### src/rtl/vga_vram_arbiter_if.sv
// vga_vram_arbiter_if: display, writer and frame-buffer RAM signals of the VRAM arbiter
// slave modport: the arbiter; master modport: timing generator, writer and RAM side
interface vga_vram_arbiter_if #(parameter int ADDR_W = 19);
  logic pix_ce;
  logic display_en;
  logic frame_start;
  logic [7:0] pixel_data;
  logic underflow;
  logic wr_req;
  logic [ADDR_W-1:0] wr_addr;
  logic [7:0] wr_data;
  logic wr_ack;
  logic [ADDR_W-1:0] mem_addr;
  logic mem_re;
  logic mem_we;
  logic [7:0] mem_wdata;
  logic [7:0] mem_rdata;
  modport master (
    output pix_ce, display_en, frame_start, wr_req, wr_addr, wr_data, mem_rdata,
    input pixel_data, underflow, wr_ack, mem_addr, mem_re, mem_we, mem_wdata
  );
  modport slave (
    input pix_ce, display_en, frame_start, wr_req, wr_addr, wr_data, mem_rdata,
    output pixel_data, underflow, wr_ack, mem_addr, mem_re, mem_we, mem_wdata
  );
endinterface

### src/rtl/vga_vram_arbiter.sv
// vga_vram_arbiter: raster-order pixel prefetch FIFO sharing a single-port frame buffer with one writer
// clk, rst_n (async, active-low); bus: pix_ce/display_en/frame_start in, pixel_data/underflow out,
// wr_req/wr_addr/wr_data in, wr_ack out, mem_addr/mem_re/mem_we/mem_wdata out, mem_rdata in
module vga_vram_arbiter #(
  parameter int ADDR_W       = 19,
  parameter int FRAME_PIXELS = 307200,
  parameter int FIFO_DEPTH   = 8,
  parameter int STARVE_LIMIT = 8
) (
  input logic clk,
  input logic rst_n,
  vga_vram_arbiter_if.slave bus
);
  localparam int PW = $clog2(FIFO_DEPTH);
  localparam int WW = $clog2(STARVE_LIMIT + 1);
  localparam logic [ADDR_W:0] FRAME_END = (ADDR_W+1)'(FRAME_PIXELS);
  localparam logic [PW+1:0] DEPTH = (PW+2)'(FIFO_DEPTH);
  localparam logic [WW-1:0] LIMIT = WW'(STARVE_LIMIT);
  logic [7:0] fifo [FIFO_DEPTH];
  logic [PW-1:0] rd_ptr, wr_ptr;
  logic [PW:0] count;
  logic [ADDR_W-1:0] fetch_addr;
  logic halted, rd_valid;
  logic [1:0] discard_cnt;
  logic [WW-1:0] wait_cnt;
  logic [PW+1:0] reserved;
  logic disp_ok, wr_ok, grant_wr, grant_disp, pop, pop_hit, push, wr_in_range;
  // Reads already marked for discard hold no FIFO slot, so they are not counted as reserved.
  always_comb begin
    reserved    = (PW+2)'(count) + (PW+2)'(bus.mem_re) + (PW+2)'(rd_valid) - (PW+2)'(discard_cnt);
    disp_ok     = !halted && !bus.frame_start && ({1'b0, fetch_addr} < FRAME_END) && (reserved < DEPTH);
    wr_ok       = bus.wr_req && !bus.wr_ack;
    grant_wr    = wr_ok && (wait_cnt >= LIMIT || !disp_ok);
    grant_disp  = disp_ok && !grant_wr;
    pop         = bus.pix_ce && bus.display_en && !bus.frame_start;
    pop_hit     = pop && count != '0;
    push        = rd_valid && discard_cnt == '0 && !bus.frame_start;
    wr_in_range = {1'b0, bus.wr_addr} < FRAME_END;
  end
  always_ff @(posedge clk)
    if (push) fifo[wr_ptr] <= bus.mem_rdata;
  always_ff @(posedge clk or negedge rst_n)
    if (!rst_n) begin
      bus.pixel_data <= '0;
      bus.underflow  <= 1'b0;
      bus.wr_ack     <= 1'b0;
      bus.mem_re     <= 1'b0;
      bus.mem_we     <= 1'b0;
      bus.mem_addr   <= '0;
      bus.mem_wdata  <= '0;
      rd_ptr         <= '0;
      wr_ptr         <= '0;
      count          <= '0;
      fetch_addr     <= '0;
      halted         <= 1'b1;
      rd_valid       <= 1'b0;
      discard_cnt    <= '0;
      wait_cnt       <= '0;
    end else begin
      bus.mem_re <= grant_disp;
      bus.mem_we <= grant_wr && wr_in_range;
      bus.wr_ack <= grant_wr;
      bus.mem_addr <= grant_disp ? fetch_addr : grant_wr ? bus.wr_addr : bus.mem_addr;
      bus.mem_wdata <= grant_wr ? bus.wr_data : bus.mem_wdata;
      rd_valid <= bus.mem_re;
      wait_cnt <= (!bus.wr_req || grant_wr) ? '0 : (wr_ok && wait_cnt < LIMIT) ? wait_cnt + 1'b1 : wait_cnt;
      if (bus.frame_start) begin
        fetch_addr  <= '0;
        halted      <= 1'b0;
        rd_ptr      <= '0;
        wr_ptr      <= '0;
        count       <= '0;
        discard_cnt <= {1'b0, bus.mem_re};
      end else begin
        if (grant_disp) fetch_addr <= fetch_addr + 1'b1;
        if (push) wr_ptr <= wr_ptr + 1'b1;
        if (pop_hit) rd_ptr <= rd_ptr + 1'b1;
        count <= count + (PW+1)'(push) - (PW+1)'(pop_hit);
        if (rd_valid && discard_cnt != '0) discard_cnt <= discard_cnt - 1'b1;
        if (pop) bus.pixel_data <= pop_hit ? fifo[rd_ptr] : 8'h00;
        if (pop && !pop_hit) bus.underflow <= 1'b1;
      end
    end
endmodule

### src/flat_wrapper.sv
// flat-port wrapper written by rule: the top's interface ports become plain ports
module vga_vram_arbiter_flat 
#(
  parameter int ADDR_W       = 19,
  parameter int FRAME_PIXELS = 307200,
  parameter int FIFO_DEPTH   = 8,
  parameter int STARVE_LIMIT = 8
)
  (clk, rst_n, bus_pix_ce, bus_display_en, bus_frame_start, bus_wr_req, bus_wr_addr, bus_wr_data, bus_mem_rdata, bus_pixel_data, bus_underflow, bus_wr_ack, bus_mem_addr, bus_mem_re, bus_mem_we, bus_mem_wdata);
  vga_vram_arbiter_if #(.ADDR_W(ADDR_W)) bus_i ();
  input logic clk;
  input logic rst_n;
  input wire logic [$bits(bus_i.pix_ce)-1:0] bus_pix_ce;
  input wire logic [$bits(bus_i.display_en)-1:0] bus_display_en;
  input wire logic [$bits(bus_i.frame_start)-1:0] bus_frame_start;
  input wire logic [$bits(bus_i.wr_req)-1:0] bus_wr_req;
  input wire logic [$bits(bus_i.wr_addr)-1:0] bus_wr_addr;
  input wire logic [$bits(bus_i.wr_data)-1:0] bus_wr_data;
  input wire logic [$bits(bus_i.mem_rdata)-1:0] bus_mem_rdata;
  output wire logic [$bits(bus_i.pixel_data)-1:0] bus_pixel_data;
  output wire logic [$bits(bus_i.underflow)-1:0] bus_underflow;
  output wire logic [$bits(bus_i.wr_ack)-1:0] bus_wr_ack;
  output wire logic [$bits(bus_i.mem_addr)-1:0] bus_mem_addr;
  output wire logic [$bits(bus_i.mem_re)-1:0] bus_mem_re;
  output wire logic [$bits(bus_i.mem_we)-1:0] bus_mem_we;
  output wire logic [$bits(bus_i.mem_wdata)-1:0] bus_mem_wdata;
  assign bus_i.pix_ce = bus_pix_ce;
  assign bus_i.display_en = bus_display_en;
  assign bus_i.frame_start = bus_frame_start;
  assign bus_i.wr_req = bus_wr_req;
  assign bus_i.wr_addr = bus_wr_addr;
  assign bus_i.wr_data = bus_wr_data;
  assign bus_i.mem_rdata = bus_mem_rdata;
  assign bus_pixel_data = bus_i.pixel_data;
  assign bus_underflow = bus_i.underflow;
  assign bus_wr_ack = bus_i.wr_ack;
  assign bus_mem_addr = bus_i.mem_addr;
  assign bus_mem_re = bus_i.mem_re;
  assign bus_mem_we = bus_i.mem_we;
  assign bus_mem_wdata = bus_i.mem_wdata;
  vga_vram_arbiter #(.ADDR_W(ADDR_W), .FRAME_PIXELS(FRAME_PIXELS), .FIFO_DEPTH(FIFO_DEPTH), .STARVE_LIMIT(STARVE_LIMIT)) u_core (.clk(clk), .rst_n(rst_n), .bus(bus_i));
endmodule
### config.mk
export PLATFORM = sky130hd
export DESIGN_NAME = vga_vram_arbiter_flat
export DESIGN_NICKNAME = d
export VERILOG_FILES = /design/src/rtl/vga_vram_arbiter_if.sv /design/src/rtl/vga_vram_arbiter.sv /design/src/flat_wrapper.sv
export SDC_FILE = /design/constraint.sdc
export NUM_CORES = 1
export LEC_CHECK = 0
export CAP_MARGIN = 20
export CORE_MARGIN = 2
export CORE_UTILIZATION = 35
export DETAILED_ROUTE_END_ITERATION = 10
export PLACE_DENSITY = 0.61
export SLEW_MARGIN = 20
export SYNTH_ARGS = -nofsm -noshare
export SYNTH_HDL_FRONTEND = slang
export SYNTH_SLANG_ARGS = --single-unit
### constraint.sdc
create_clock -name clk -period 2.45 [get_ports clk]
set_input_delay 0.49 -clock clk [delete_from_list [all_inputs] [get_ports clk]]
set_output_delay 0.49 -clock clk [all_outputs]
set_load 0.05 [all_outputs]
Word-level counts from Yosys, hierarchy flattened
Memories as Yosys holds them, arrays and structs flattened.
Cells that the tools add are included.
{"block": "totals", "reg_bits": 76, "mem_bits_rw": 64, "output_inout_bits": 39, "wordCells": 83, "memories": 1}
{"block": "op_classes", "n_addsub": 10, "n_lt_le_gt_ge": 5, "n_mux": 16, "bitwise_logic": 1, "reduce_logical": 35}
{"name": "u_core.fifo", "depth": 8, "width": 8, "read_ports": 1, "rd_clocked_by_memory_dff": 0, "write_ports": 1, "line_no": "vga_vram_arbiter.sv:19", "rtl": "logic [7:0] fifo [FIFO_DEPTH];"}
{"operator": "$mux W19", "count": 4}
{"operator": "$lt A19 B19 Y1 const B", "count": 2}
{"operator": "$add A19 B1 Y19 const B", "count": 1}
{"operator": "$logic_and A1 B1 Y1", "count": 15}
{"operator": "$reduce_bool A2 Y1", "count": 7}
{"operator": "$mux W3", "count": 4}
{"operator": "$mux W4", "count": 3}
{"operator": "$mux W8", "count": 1}
{"operator": "$logic_not A1 Y1", "count": 7}
{"operator": "$add A3 B1 Y3 const B", "count": 2}
{"operator": "$add A4 B1 Y5", "count": 1}
{"operator": "$add A5 B1 Y5", "count": 1}
{"operator": "$lt A5 B4 Y1 const B", "count": 1}
{"operator": "$sub A5 B2 Y5", "count": 1}
{"operator": "$add A4 B1 Y4", "count": 1}
{"operator": "$add A4 B1 Y4 const B", "count": 1}
{"operator": "$ge A4 B4 Y1 const B", "count": 1}
{"operator": "$lt A4 B4 Y1 const B", "count": 1}
{"operator": "$mux W2", "count": 2}
{"operator": "$reduce_and A2 Y1", "count": 2}
{"operator": "$reduce_bool A4 Y1", "count": 1}
{"operator": "$sub A4 B1 Y4", "count": 1}
{"operator": "$logic_not A2 Y1", "count": 1}
{"operator": "$logic_or A1 B1 Y1", "count": 2}
{"operator": "3 further kinds", "count": 4}

Depth between registers and ports, before layout
{"block": "logic_depth", "word_depth": 12, "ltp_mapped": 12, "depth_no_buf": 12}

Least setup slack after synthesis
No wires, ideal clock.
{"block": "synth_timing", "path_type": "register -> register", "start": "register u_core.discard_cnt[0]", "end": "register u_core.bus.mem_addr[10]", "arrival_ns": 2.527, "t_required_ns": 2.324, "path_slack_ns": -0.203, "path_stages_with_launch": 12, "path_buffers": 2, "cell_sequence": "dfrtp_1 ha_1 inv_1 ha_1 a211oi_1 or4_4 nand3_4 nand2_4 o21a_1 buf_6 buf_6 a221o_1"}
{"block": "synth_via", "elab_chain_cells": 9, "word_cells_on_any_way": 10, "classes_between": "add/sub: 1; order compare: 1; mux: 1; reduce/logical: 7"}
{"item": "from (decl)", "line_no": "vga_vram_arbiter.sv:24", "rtl": "logic [1:0] discard_cnt;"}
{"item": "from (signal assigned)", "line_no": "vga_vram_arbiter.sv:73", "rtl": "discard_cnt <= {1'b0, bus.mem_re};"}
{"item": "from (signal assigned)", "line_no": "vga_vram_arbiter.sv:79", "rtl": "if (rd_valid && discard_cnt != '0) discard_cnt <= discard_cnt - 1'b1;"}
{"item": "$sub A5 B2 Y5 *", "line_no": "vga_vram_arbiter.sv:30", "rtl": "reserved = (PW+2)'(count) + (PW+2)'(bus.mem_re) + (PW+2)'(rd_valid) - (PW+2)'(discard_cnt);"}
{"item": "$lt A5 B4 Y1 *", "line_no": "vga_vram_arbiter.sv:31", "rtl": "disp_ok = !halted && !bus.frame_start && ({1'b0, fetch_addr} < FRAME_END) && (reserved < DEPTH);"}
{"item": "$logic_and A1 B1 Y1 *", "line_no": "vga_vram_arbiter.sv:31"}
{"item": "$logic_not A1 Y1", "line_no": "vga_vram_arbiter.sv:33", "rtl": "grant_wr = wr_ok && (wait_cnt >= LIMIT || !disp_ok);"}
{"item": "$logic_or A1 B1 Y1", "line_no": "vga_vram_arbiter.sv:33"}
{"item": "$logic_and A1 B1 Y1", "line_no": "vga_vram_arbiter.sv:33"}
{"item": "$logic_not A1 Y1", "line_no": "vga_vram_arbiter.sv:34", "rtl": "grant_disp = disp_ok && !grant_wr;"}
{"item": "$logic_and A1 B1 Y1", "line_no": "vga_vram_arbiter.sv:34"}
{"item": "$mux W19 or $reduce_bool A2 Y1 (tied branches)"}
{"item": "to (signal assigned)", "line_no": "vga_vram_arbiter.sv:63", "rtl": "bus.mem_addr <= grant_disp ? fetch_addr : grant_wr ? bus.wr_addr : bus.mem_addr;"}
{"item": "to (decl)", "line_no": "vga_vram_arbiter_if.sv:24", "rtl": "output pixel_data, underflow, wr_ack, mem_addr, mem_re, mem_we, mem_wdata"}
Every way passes the cells marked *; elsewhere a longest branch is shown, timed or not.
A chain may end at the register's enable or synchronous reset.

Worst setup path after layout
{"block": "layout_timing", "start": "register u_core.discard_cnt[0]", "end": "register u_core.bus.mem_addr[1]"}
The elaborated chain is that of the path after synthesis.

==> impl.org <==
** STA
- The routed design could run at a clock period as short as 2.59 ns.
- Tcrit/Tclk final :: 1.06
- On the final layout, the worst clock skew is 0.00900 ns.
- For the pin with the worst max-slew slack, the measured transition is 0.618 ns.
- Across all hold checks on the routed design, the worst slack comes to -0.000482 ns.
- The count of pins over their slew limit is 0.
- Number of endpoints with negative hold slack in the final report :: 1
- Slew margin rel. :: 0.588
- Total setup violations reported at the end of the flow :: 34
- Slack of the critical path :: -0.142 ns
- Unrepaired setup endpoints after global routing :: yes
- Achievable frequency :: 386 MHz

** Place
- HPWL after detailed placement :: 9610 um
- RD Place Congestion :: 0.762
- Pre-CTS setup slack :: -0.192 ns
- The count of buffers added on input and output ports is 79.
- In this run, placement finished with an instance count of 786.
- Post-DP Area :: 7560 sq um

** Clocking
- Clock-pin slew on the worst setup and hold paths :: 0.06 ns
- The clock drives 140 sinks.
- TritonCTS built the clock tree.
- Largest buffer count on any clock path :: 2
- Hold-fix buffers, CTS :: 0
- Clock buffers created by TritonCTS :: 17
- Clock latency on the worst-skew pair, taken at its later pin, is 0.42 ns.
- Number of H-tree levels :: 4
- Clk root buf :: sky130_fd_sc_hd__clkbuf_16

** Power
- Max rail drop VDD :: 0.781 mV
- After layout, the design draws a total of 0.00986 W.
- Power spread over the standard cell area amounts to 1190 nW/um^2.
- Leakage Power :: 3.22 nW

** Final layout
- Final cell area excluding filler cells :: 8290 sq um
- Diodes inserted :: 0
- Commonest non-fill, non-tap cell in the layout :: sky130_fd_sc_hd__clkdlybuf4s50_1
- For this run, the post-layout net count is 642.
- The filler cells instantiated in the layout total 1516.
- Of the cells placed in the final design, the portion with a size suffix greater than 1 is 0.213.
- From synthesis to final layout, the design area changed by 33.7%.
- Leading cell types in the layout, fill and taps excluded :: sky130_fd_sc_hd__clkdlybuf4s50_1 (78), sky130_fd_sc_hd__dfrtp_1 (75), sky130_fd_sc_hd__edfxtp_1 (64)
- Final std cells w/o fill :: 821

** Logic synthesis
- Synthesis produced a netlist with a net count of 517.
- Cells after synthesis :: 458
- Synthesis inferred 140 register bits.
- Commonest register cell after synthesis :: sky130_fd_sc_hd__dfrtp_1
- Syn_area_per_cell :: 13.5 sq um
- For this run, the number of Yosys warnings is 0.
- After synthesis, the share of flip-flops with an asynchronous set or reset is 0.543.
- The share of the Yosys chip area taken by registers is 0.617.
- Post-Syn Area :: 6200 sq um
- Number of distinct library cells after synthesis :: 55
- Number of enable flip-flop cells after synthesis :: 64

** Worst setup path
- For the worst setup path, the data required time is 2.76 ns.
- Along the worst path, the maximum fanout reaches 14.
- CP Launch Type :: flip-flop
- The worst setup path is of the flip-flop to flip-flop kind.
- At the worst endpoint, the arrival time is 2.90 ns.
- Slack of the worst reg-to-reg path :: -0.14 ns
- Kind of capture point of the worst setup path :: flip-flop

** Floorplanning
- DIE HEIGHT :: 137 um
- Placeable core region :: 17300 sq um
- The die is 137 um wide.
- The floorplan has 48 rows.
- The die covers 18800 sq um.
- The initial utilization of the core area, before any placement, comes to 0.358.
- During I/O placement, the number of pins put on the boundary was 80.

** Drt
- Post-route DRC :: 0
- Post-DR vias/cell :: 5.14
- In this run the remaining antenna-violating nets after routing total 0.
- The routed layout has 4217 vias.
- Router iterations before antenna repair :: 4
- Wires add up to 14300 um.
- After the first detailed-routing iteration, the DRC count stood at 274.
- Average wire length per cell after detail routing :: 17.4 um

** GRT
- The initial antenna violation count came to 0.
- The number of global-route vias before repair was 4287.
- Final global-route overflow total :: 0
- Entering global routing, the biggest net connects 48 pins.
- The first global-routing pass estimated 22800 um of wire.
- Tot GR Track Use :: 0.162

** Run status
- The flow ran to the end, but the final reports show violations.
- The final reports fail on hold timing, setup timing.

** Run
- Max_cap viols :: 0

** Hold path
- The min-delay analysis places its worst path in the category primary input to async pin.
-- what timing repair did --
action	in CTS	in global routing
pin swaps	3	6
setup buffers	1	1
gates cloned	0	1
resized for setup	7	16
setup endpoints to repair	41	49
-- final cells by class --
class	count	area, sq um	share of cell area
clock buffer	17	425	0.0513
clock inverter	15	181	0.0219
inverter	20	75.1	0.00906
multi-input combinational	277	2280	0.276
sequential	140	3820	0.462
tap	225	282	0.0340
timing repair buffer	127	1210	0.147
-- synthesized netlist by cell type, types with 8 or more instances --
master	count	share of area
sky130_fd_sc_hd__a21oi_1	14	0.011
sky130_fd_sc_hd__a221o_1	19	0.031
sky130_fd_sc_hd__and3_1	23	0.023
sky130_fd_sc_hd__clkbuf_1	13	0.0079
sky130_fd_sc_hd__dfrtp_1	75	0.30
sky130_fd_sc_hd__edfxtp_1	64	0.31
sky130_fd_sc_hd__ha_1	17	0.034
sky130_fd_sc_hd__inv_1	20	0.012
sky130_fd_sc_hd__mux2_2	8	0.015
sky130_fd_sc_hd__mux2i_1	10	0.016
sky130_fd_sc_hd__mux4_2	16	0.058
sky130_fd_sc_hd__nand2_1	30	0.018
sky130_fd_sc_hd__nand3_1	13	0.010
sky130_fd_sc_hd__nor2_1	22	0.013
sky130_fd_sc_hd__o21ai_0	20	0.016
sky130_fd_sc_hd__or3_1	9	0.0091
-- worst paths after layout --
kind                                       startpoint                 endpoint  depth (start not counted)
worst max-delay path            u_core.discard_cnt[0]   u_core.bus.mem_addr[1]                         10
worst min-delay path                            rst_n  u_core.bus.mem_wdata[2]                          1
worst max register to register  u_core.discard_cnt[0]   u_core.bus.mem_addr[1]                         10
worst min register to register   u_core.bus.underflow     u_core.bus.underflow                          1
max in group asynchronous                       rst_n            u_core.halted                          2
min in group clk                 u_core.bus.underflow     u_core.bus.underflow                          1
-- through the flow --
| step | utilization | TNS (ns) |
|---|---|---|
| after floorplan | - | -2.74 |
| after detailed placement | 0.437 | -3.84 |
| final | 0.479 | -2.96 |
| after global routing | 0.479 | -6.83 |
| after global placement | 0.437 | -2.23 |
| after CTS | 0.475 | -3.72 |
-- registers in the layout (all words and copies together), names as in the netlist, 2 cells and up --
signal and cells:
u_core.discard_cnt 2, u_core.count 4, u_core.wait_cnt 4, u_core.bus.mem_wdata 8, u_core.bus.mem_addr 19, u_core.wr_ptr 3
u_core.fifo 64, u_core.fetch_addr 19, u_core.rd_ptr 3, u_core.bus.pixel_data 8
-- critical path, cell delays in order, from the launching register on --
cell                        delay (ns)
sky130_fd_sc_hd__dfrtp_1          0.38
sky130_fd_sc_hd__ha_1             0.30
sky130_fd_sc_hd__inv_2            0.05
sky130_fd_sc_hd__ha_4             0.27
sky130_fd_sc_hd__a211oi_4         0.06
sky130_fd_sc_hd__or4_4            0.50
sky130_fd_sc_hd__nand3_4          0.10
sky130_fd_sc_hd__nand2_4          0.07
sky130_fd_sc_hd__o21a_4           0.22
sky130_fd_sc_hd__clkbuf_16        0.18
sky130_fd_sc_hd__a221o_1          0.34
-- power breakdown --
group | internal, W | switching (W) | total (W)
Sequential | 0.00282 | 0.000223 | 0.00304
Clock | 0.00154 | 0.00106 | 0.00260
Combinational | 0.00184 | 0.00238 | 0.00422
-- logic make-up (layout without fill, tap and decap cells) --
family                     Yosys count  after routing  synth area share
AOI/OAI and AO/OA                   82             82            0.0981
adders and majority gates           18             18            0.0376
and+or+nand+nor                    134            134             0.118
DFF                                140            140             0.617
buffers and inverters               41            179            0.0279
xor gates and xnor gates             9              9            0.0127
muxes                               34             34            0.0888
-- metal layers --
layer	vias up	wire length, um	track usage
li1	2003	-	-
met1	2082	6280	0.201
met2	116	7100	0.275
met3	16	654	0.0404
met4	0	223	0.0538
met5	-	0	0
Power figures use the tool's default switching activity.
